## src/rtl/mem_stage.sv

```systemverilog
// mem_stage -- pipeline MEM stage between EX and writeback.
//
// An EX result that is not a memory op retires one cycle after it is presented.
// A word-aligned load or store issues a single memory request. The stage then
// waits in WAIT until mem_ack_i arrives, and the op retires on the edge after
// the ack. A misaligned load or store issues no request. It retires at once
// with no register write and a one-cycle err_o pulse.
//
// Optional feature: define MEM_TIMEOUT_EN to abort a WAIT after TIMEOUT_CYCLES
// cycles without ack. The abort pulses err_o and retires the op with no
// register write.
//
// Ports
//   clk_i, rst_i            clock, async active-high reset
//   valid_i, MemRead_i, MemWrite_i, RegWrite_i, MemtoReg_i,
//   alu_data_i, wdata_i, rd_i
//                           EX result and its control bits
//   stall_o                 combinational; upstream holds its inputs while high
//   mem_req_o, mem_we_o, mem_addr_o, mem_wdata_o
//                           registered memory request
//   mem_ack_i, mem_rdata_i  memory completion and load data
//   wb_valid_o, wb_regwrite_o, wb_rd_o, wb_data_o
//                           registered writeback bundle
//   err_o                   one-cycle pulse on a misaligned access or a timeout
module mem_stage #(
  parameter int unsigned TIMEOUT_CYCLES = 16
) (
  input  logic        clk_i,
  input  logic        rst_i,
  input  logic        valid_i,
  input  logic        MemRead_i,
  input  logic        MemWrite_i,
  input  logic        RegWrite_i,
  input  logic        MemtoReg_i,
  input  logic [31:0] alu_data_i,
  input  logic [31:0] wdata_i,
  input  logic [4:0]  rd_i,
  output logic        stall_o,
  output logic        mem_req_o,
  output logic        mem_we_o,
  output logic [31:0] mem_addr_o,
  output logic [31:0] mem_wdata_o,
  input  logic        mem_ack_i,
  input  logic [31:0] mem_rdata_i,
  output logic        wb_valid_o,
  output logic        wb_regwrite_o,
  output logic [4:0]  wb_rd_o,
  output logic [31:0] wb_data_o,
  output logic        err_o
);

  if (TIMEOUT_CYCLES < 1) begin : g_bad_timeout
    $error("mem_stage: TIMEOUT_CYCLES must be at least 1");
  end

  typedef enum logic {IDLE, WAIT} state_t;

  state_t     state;
  logic       rd_regwrite_q;   // RegWrite of the outstanding op; already cleared for stores
  logic       memtoreg_q;
  logic [4:0] rd_q;

  logic is_mem, misaligned, done;
  assign is_mem     = MemRead_i | MemWrite_i;
  assign misaligned = alu_data_i[1:0] != 2'b00;

`ifdef MEM_TIMEOUT_EN
  localparam int CNT_W = $clog2(TIMEOUT_CYCLES + 1);
  logic [CNT_W-1:0] wait_cnt;
  logic             timeout_hit;
  // Fires in the last allowed ack-less WAIT cycle, so WAIT lasts exactly TIMEOUT_CYCLES cycles.
  assign timeout_hit = (state == WAIT) && !mem_ack_i
                       && (wait_cnt == CNT_W'(TIMEOUT_CYCLES - 1));
  assign done        = mem_ack_i | timeout_hit;
`else
  assign done        = mem_ack_i;
`endif

  // WAIT releases stall in the cycle that retires the op. An ack and a timeout
  // both count. Releasing on a timeout stops the held op from being reissued.
  always_comb begin
    stall_o = 1'b0;
    if (state == IDLE) stall_o = valid_i && is_mem && !misaligned;
    else               stall_o = !done;
  end

  always_ff @(posedge clk_i or posedge rst_i) begin
    if (rst_i) begin
      state         <= IDLE;
      mem_req_o     <= 1'b0;
      mem_we_o      <= 1'b0;
      mem_addr_o    <= '0;
      mem_wdata_o   <= '0;
      wb_valid_o    <= 1'b0;
      wb_regwrite_o <= 1'b0;
      wb_rd_o       <= '0;
      wb_data_o     <= '0;
      err_o         <= 1'b0;
      rd_regwrite_q <= 1'b0;
      memtoreg_q    <= 1'b0;
      rd_q          <= '0;
`ifdef MEM_TIMEOUT_EN
      wait_cnt      <= '0;
`endif
    end else begin
      wb_valid_o    <= 1'b0;
      wb_regwrite_o <= 1'b0;
      err_o         <= 1'b0;
      case (state)
        IDLE: begin
          if (valid_i) begin
            if (!is_mem) begin
              wb_valid_o    <= 1'b1;
              wb_regwrite_o <= RegWrite_i;
              wb_rd_o       <= rd_i;
              wb_data_o     <= alu_data_i;
            end else if (misaligned) begin
              err_o      <= 1'b1;
              wb_valid_o <= 1'b1;
              wb_rd_o    <= rd_i;
              wb_data_o  <= alu_data_i;
            end else begin
              state         <= WAIT;
              mem_req_o     <= 1'b1;
              mem_we_o      <= MemWrite_i;  // read+write together is treated as a store
              mem_addr_o    <= alu_data_i;
              mem_wdata_o   <= wdata_i;
              rd_q          <= rd_i;
              rd_regwrite_q <= RegWrite_i & ~MemWrite_i;
              memtoreg_q    <= MemtoReg_i & ~MemWrite_i;
`ifdef MEM_TIMEOUT_EN
              wait_cnt      <= '0;
`endif
            end
          end
        end
        WAIT: begin
          if (mem_ack_i) begin
            state         <= IDLE;
            mem_req_o     <= 1'b0;
            mem_we_o      <= 1'b0;
            wb_valid_o    <= 1'b1;
            wb_regwrite_o <= rd_regwrite_q;
            wb_rd_o       <= rd_q;
            wb_data_o     <= memtoreg_q ? mem_rdata_i : mem_addr_o;
          end
`ifdef MEM_TIMEOUT_EN
          else if (timeout_hit) begin
            state      <= IDLE;
            mem_req_o  <= 1'b0;
            mem_we_o   <= 1'b0;
            err_o      <= 1'b1;
            wb_valid_o <= 1'b1;
            wb_rd_o    <= rd_q;
            wb_data_o  <= mem_addr_o;
          end else begin
            wait_cnt <= wait_cnt + 1'b1;
          end
`endif
        end
        default: state <= IDLE;
      endcase
    end
  end

endmodule

```

## config.mk

```make
export PLATFORM = sky130hd
export DESIGN_NAME = mem_stage
export DESIGN_NICKNAME = d
export VERILOG_FILES = /design/src/rtl/mem_stage.sv
export SDC_FILE = /design/constraint.sdc
export NUM_CORES = 1
export LEC_CHECK = 0
export ABC_AREA = 1
export BUFFER_PORTS_ARGS = -buffer_cell sky130_fd_sc_hd__buf_2
export CORE_ASPECT_RATIO = 1.2
export CORE_MARGIN = 5
export CORE_UTILIZATION = 49
export CTS_CLUSTER_SIZE = 20
export DETAILED_ROUTE_END_ITERATION = 8
export PLACE_DENSITY_LB_ADDON = 0.3
export SYNTH_ARGS = -nofsm -noshare
export SYNTH_HDL_FRONTEND = slang
export SYNTH_SLANG_ARGS = --single-unit
export TNS_END_PERCENT = 20
```

## constraint.sdc

```tcl
create_clock -name clk_i -period 4.65 [get_ports clk_i]
set_clock_uncertainty 0.1 [all_clocks]
set_input_delay 0.93 -clock clk_i [delete_from_list [all_inputs] [get_ports clk_i]]
set_output_delay 0.93 -clock clk_i [all_outputs]
set_load 0.05 [all_outputs]
```

==> metrics.md <==
| Metric | Value |
|---|---|
| Number of synthesized flops with an enable pin | `0` |
| Post-Syn Area per Cell | `7.56 um^2` |
| P&R area growth vs syn | `30.9%` |
| Most common cell in the netlist | `nand2_1` |
| Crit path kind | `reg -> out` |
| Synth cell count leaders | `353 x nand2_1, 114 x dfrtp_1, 78 x inv_1, 71 x nand3_1, 32 x o21ai_0` |
| Crit end category | `output port` |
| Crit Reg-Reg Endpoint | `wb_data_o[26]$_DFFE_PP0P_` |
| Initial antenna violation count | `0` |
| Synth area leaders | `dfrtp_1 53%, nand2_1 25%, nand3_1 6.6%` |
| Root buf cell | `clkbuf_16` |
| Worst-path clk slew | `0.06 ns` |
| Sequential fraction of the synthesis area | `52.9%` |
| Worst Max-Slew Pin Slew | `0.776 ns` |
| Hold Path Cell Cnt | `2` |
| Critical path's largest stage delay | `0.40 ns` |
| Yosys warning count | `0` |
| Core Region | `10900 um^2` |
| Die X-Extent | `106 um` |
| Layout cells sized above 1 | `28.1%` |
| Final Slew Violations | `0` |
| Unrepaired setup endpoints after global routing | `no` |
| Final Critical Period | `2.85 ns` |
| R2r worst-path depth | `7` |
| Crit path DAT | `1.82 ns` |
| Post-CTS Setup Inserts | `0` |
| Resized cells post-CTS | `0` |
| Placed wire-length estimate | `9710 um` |
| 1st-iter DRT viols | `249` |
| Post-route DRC violation count | `0` |
| Post-synthesis async set-or-reset flop share | `100%` |
| Worst hold path class | `reg -> reg` |
| H-Tree Depth | `4` |
| N_diodes | `0` |
| Final WL | `14800 um` |
| Critical path, cell by cell | `inv_4 > nand2_4 > inv_4 > nand2_2 > o21ai_0 > buf_2` |
| Worst r2r src | `state$_DFF_PP0_` |
| Area leader, netlist | `dfrtp_1` |
| Port bufs | `215` |
| Flop-to-flop setup slack | `2.03 ns` |
| Fmax | `351 MHz` |
| Starting Density | `49.4%` |
| Pwr/cell area | `579 nW/um^2` |
| Top FF cell, synth | `dfrtp_1` |
| Crit path max fanout | `35` |
| DR vias | `5063` |
| Post-DR wirelength/cell | `14.0 um` |
| Top cell type's share of synthesized area | `52.9%` |
| Relative slew slack | `48.1%` |
| CP most frequent cell | `inv_4` |
| Leak | `0.00420 uW` |
| TritonCTS Buffers | `17` |
| Tot GR Track Use | `22.8%` |
| Hold EP | `mem_wdata_o[5]$_DFFE_PP0P_` |
| Final ANT Viol Nets | `0` |
| Area of the mapped netlist | `5400 um^2` |
| Final #Nets | `1022` |
| CTS tree | `yes` |
| Final Util | `64.6%` |
| Deepest clock path buffer count | `2` |
| Setup crit start kind | `register` |
| Post-CTS Hold Buffers | `0` |
| GPL Wtd Cong | `0.814` |
| Total gr overflow | `0` |
| CP max stage cell | `dfrtp_1` |
| Synth Instances | `714` |
| Final worst path period share | `61.2%` |
| Synth cell types | `18` |
| I/O pin count | `216` |
| Setup violators final | `0` |
| Number of synthesized register bits | `114` |
| Worst EP required | `3.62 ns` |
| Vias per Instance | `4.79` |
| Maxcap violations | `0` |
| VDD IR max | `0.000293 V` |
| Pre-antenna DRT Iters | `6` |
| Largest net degree at the start of global routing | `115` |
| Status | `completed` |
| Hold_sp | `mem_wdata_o[5]$_DFFE_PP0P_` |
| Worst-Skew Late Latency | `0.41 ns` |
| CTS sink count | `114` |
| Setup TNS | `0 ns` |
| Final hold vios | `0` |
| Syn_nets | `823` |
| Die area | `13200 um^2` |
| Num rows | `42` |
| Vias in the first global route | `4852` |
| Die height | `125 um` |
| First-pass GRT wire length | `24100 um` |
[report_power, final]
group | switching [uW] | internal (uW)
clock | 471 | 892
combinational | 1100 | 316
sequential | 111 | 1200
[per-stage QoR]
step	worst slack (ns)	power (uW)	cells	hold WS (ns)	cell area, um^2
2_1_floorplan	0.604	2390	714	0.353	5400
3_3_place_gp	1.57	2730	1026	0.358	6440
3_5_place_dp	1.51	2750	1026	0.362	6440
4_1_cts	1.78	4120	1057	0.379	7060
5_1_grt	1.71	4280	1057	0.398	7060
6_report	1.80	4090	1057	0.374	7060
[final cells by class]
cell class / instances / area (um^2)
Timing Repair Buffer: 222 / 1150
Tap cell: 132 / 165
Sequential cell: 114 / 2850
Fill cell: 991 / 3870
Inverter: 80 / 308
Multi-Input combinational cell: 478 / 1970
Clock inverter: 13 / 188
Clock buffer: 18 / 429
[cells by family (layout without fill, tap and decap cells)]
kind of cell           count (synthesis)  count (layout)  share of synthesized area (%)
DFF                                  114             114                           52.9
and+or+nand+nor                      433             433                           32.1
AOI/OAI and AO/OA                     45              45                           4.22
buffers and inverters                122             333                           10.8
[worst max path at each step]
| stage | startpoint | endpoint | depth (start not counted) |
|---|---|---|---|
| 2_1_floorplan | rst_i | err_o$_DFF_PP0_ | 1 |
| 3_3_place_gp | alu_data_i[1] | wb_data_o[20]$_DFFE_PP0P_ | 7 |
| 3_5_place_dp | alu_data_i[1] | wb_data_o[4]$_DFFE_PP0P_ | 7 |
| 4_1_cts | state$_DFF_PP0_ | stall_o | 6 |
| 5_1_grt | state$_DFF_PP0_ | stall_o | 6 |
| 6_report | state$_DFF_PP0_ | stall_o | 6 |
[worst max-delay path, delay by kind of cell (launching register included)]
family	cells	cell delay [ns]
AO/OA/AOI/OAI	1	0.08
buffers and inverters	3	0.74
flip-flops	1	0.40
AND/OR/NAND/NOR	2	0.20
[per-layer routing]
| layer | GRT usage [%] | up-vias | wire length (um) |
|---|---|---|---|
| li1 | - | 2561 | - |
| met1 | 30.1 | 2262 | 6480 |
| met2 | 35.2 | 213 | 6760 |
| met3 | 7.01 | 27 | 1250 |
| met4 | 9.22 | 0 | 300 |
| met5 | 0 | - | 0 |
[flip-flops by register name (all words and copies together), names as in the netlist]
register and cells:
err_o 1, mem_addr_o 32, mem_req_o 1, mem_wdata_o 32
mem_we_o 1, memtoreg_q 1, rd_q 5, rd_regwrite_q 1
state 1, wb_data_o 32, wb_rd_o 5, wb_regwrite_o 1
wb_valid_o 1
[cells in the final DEF, fill, tap and decap left out]
master,synthesis,final
nand2_1,353,353
buf_2,14,215
dfrtp_1,114,114
inv_1,78,77
nand3_1,71,71
o21ai_0,32,32
clkbuf_16,0,17
o21ai_1,12,12
clkinvlp_4,0,6
buf_4,5,5
bufinv_16,0,4
nor2_1,3,3
inv_4,2,3
nand2_2,3,3
clkinv_4,0,2
buf_12,0,2
nand2_4,1,1
nor2_4,0,1
o31ai_1,1,1
nor3_1,1,1
clkinv_2,0,1
clkbuf_1,11,1
(Power assumes the default switching activity.)
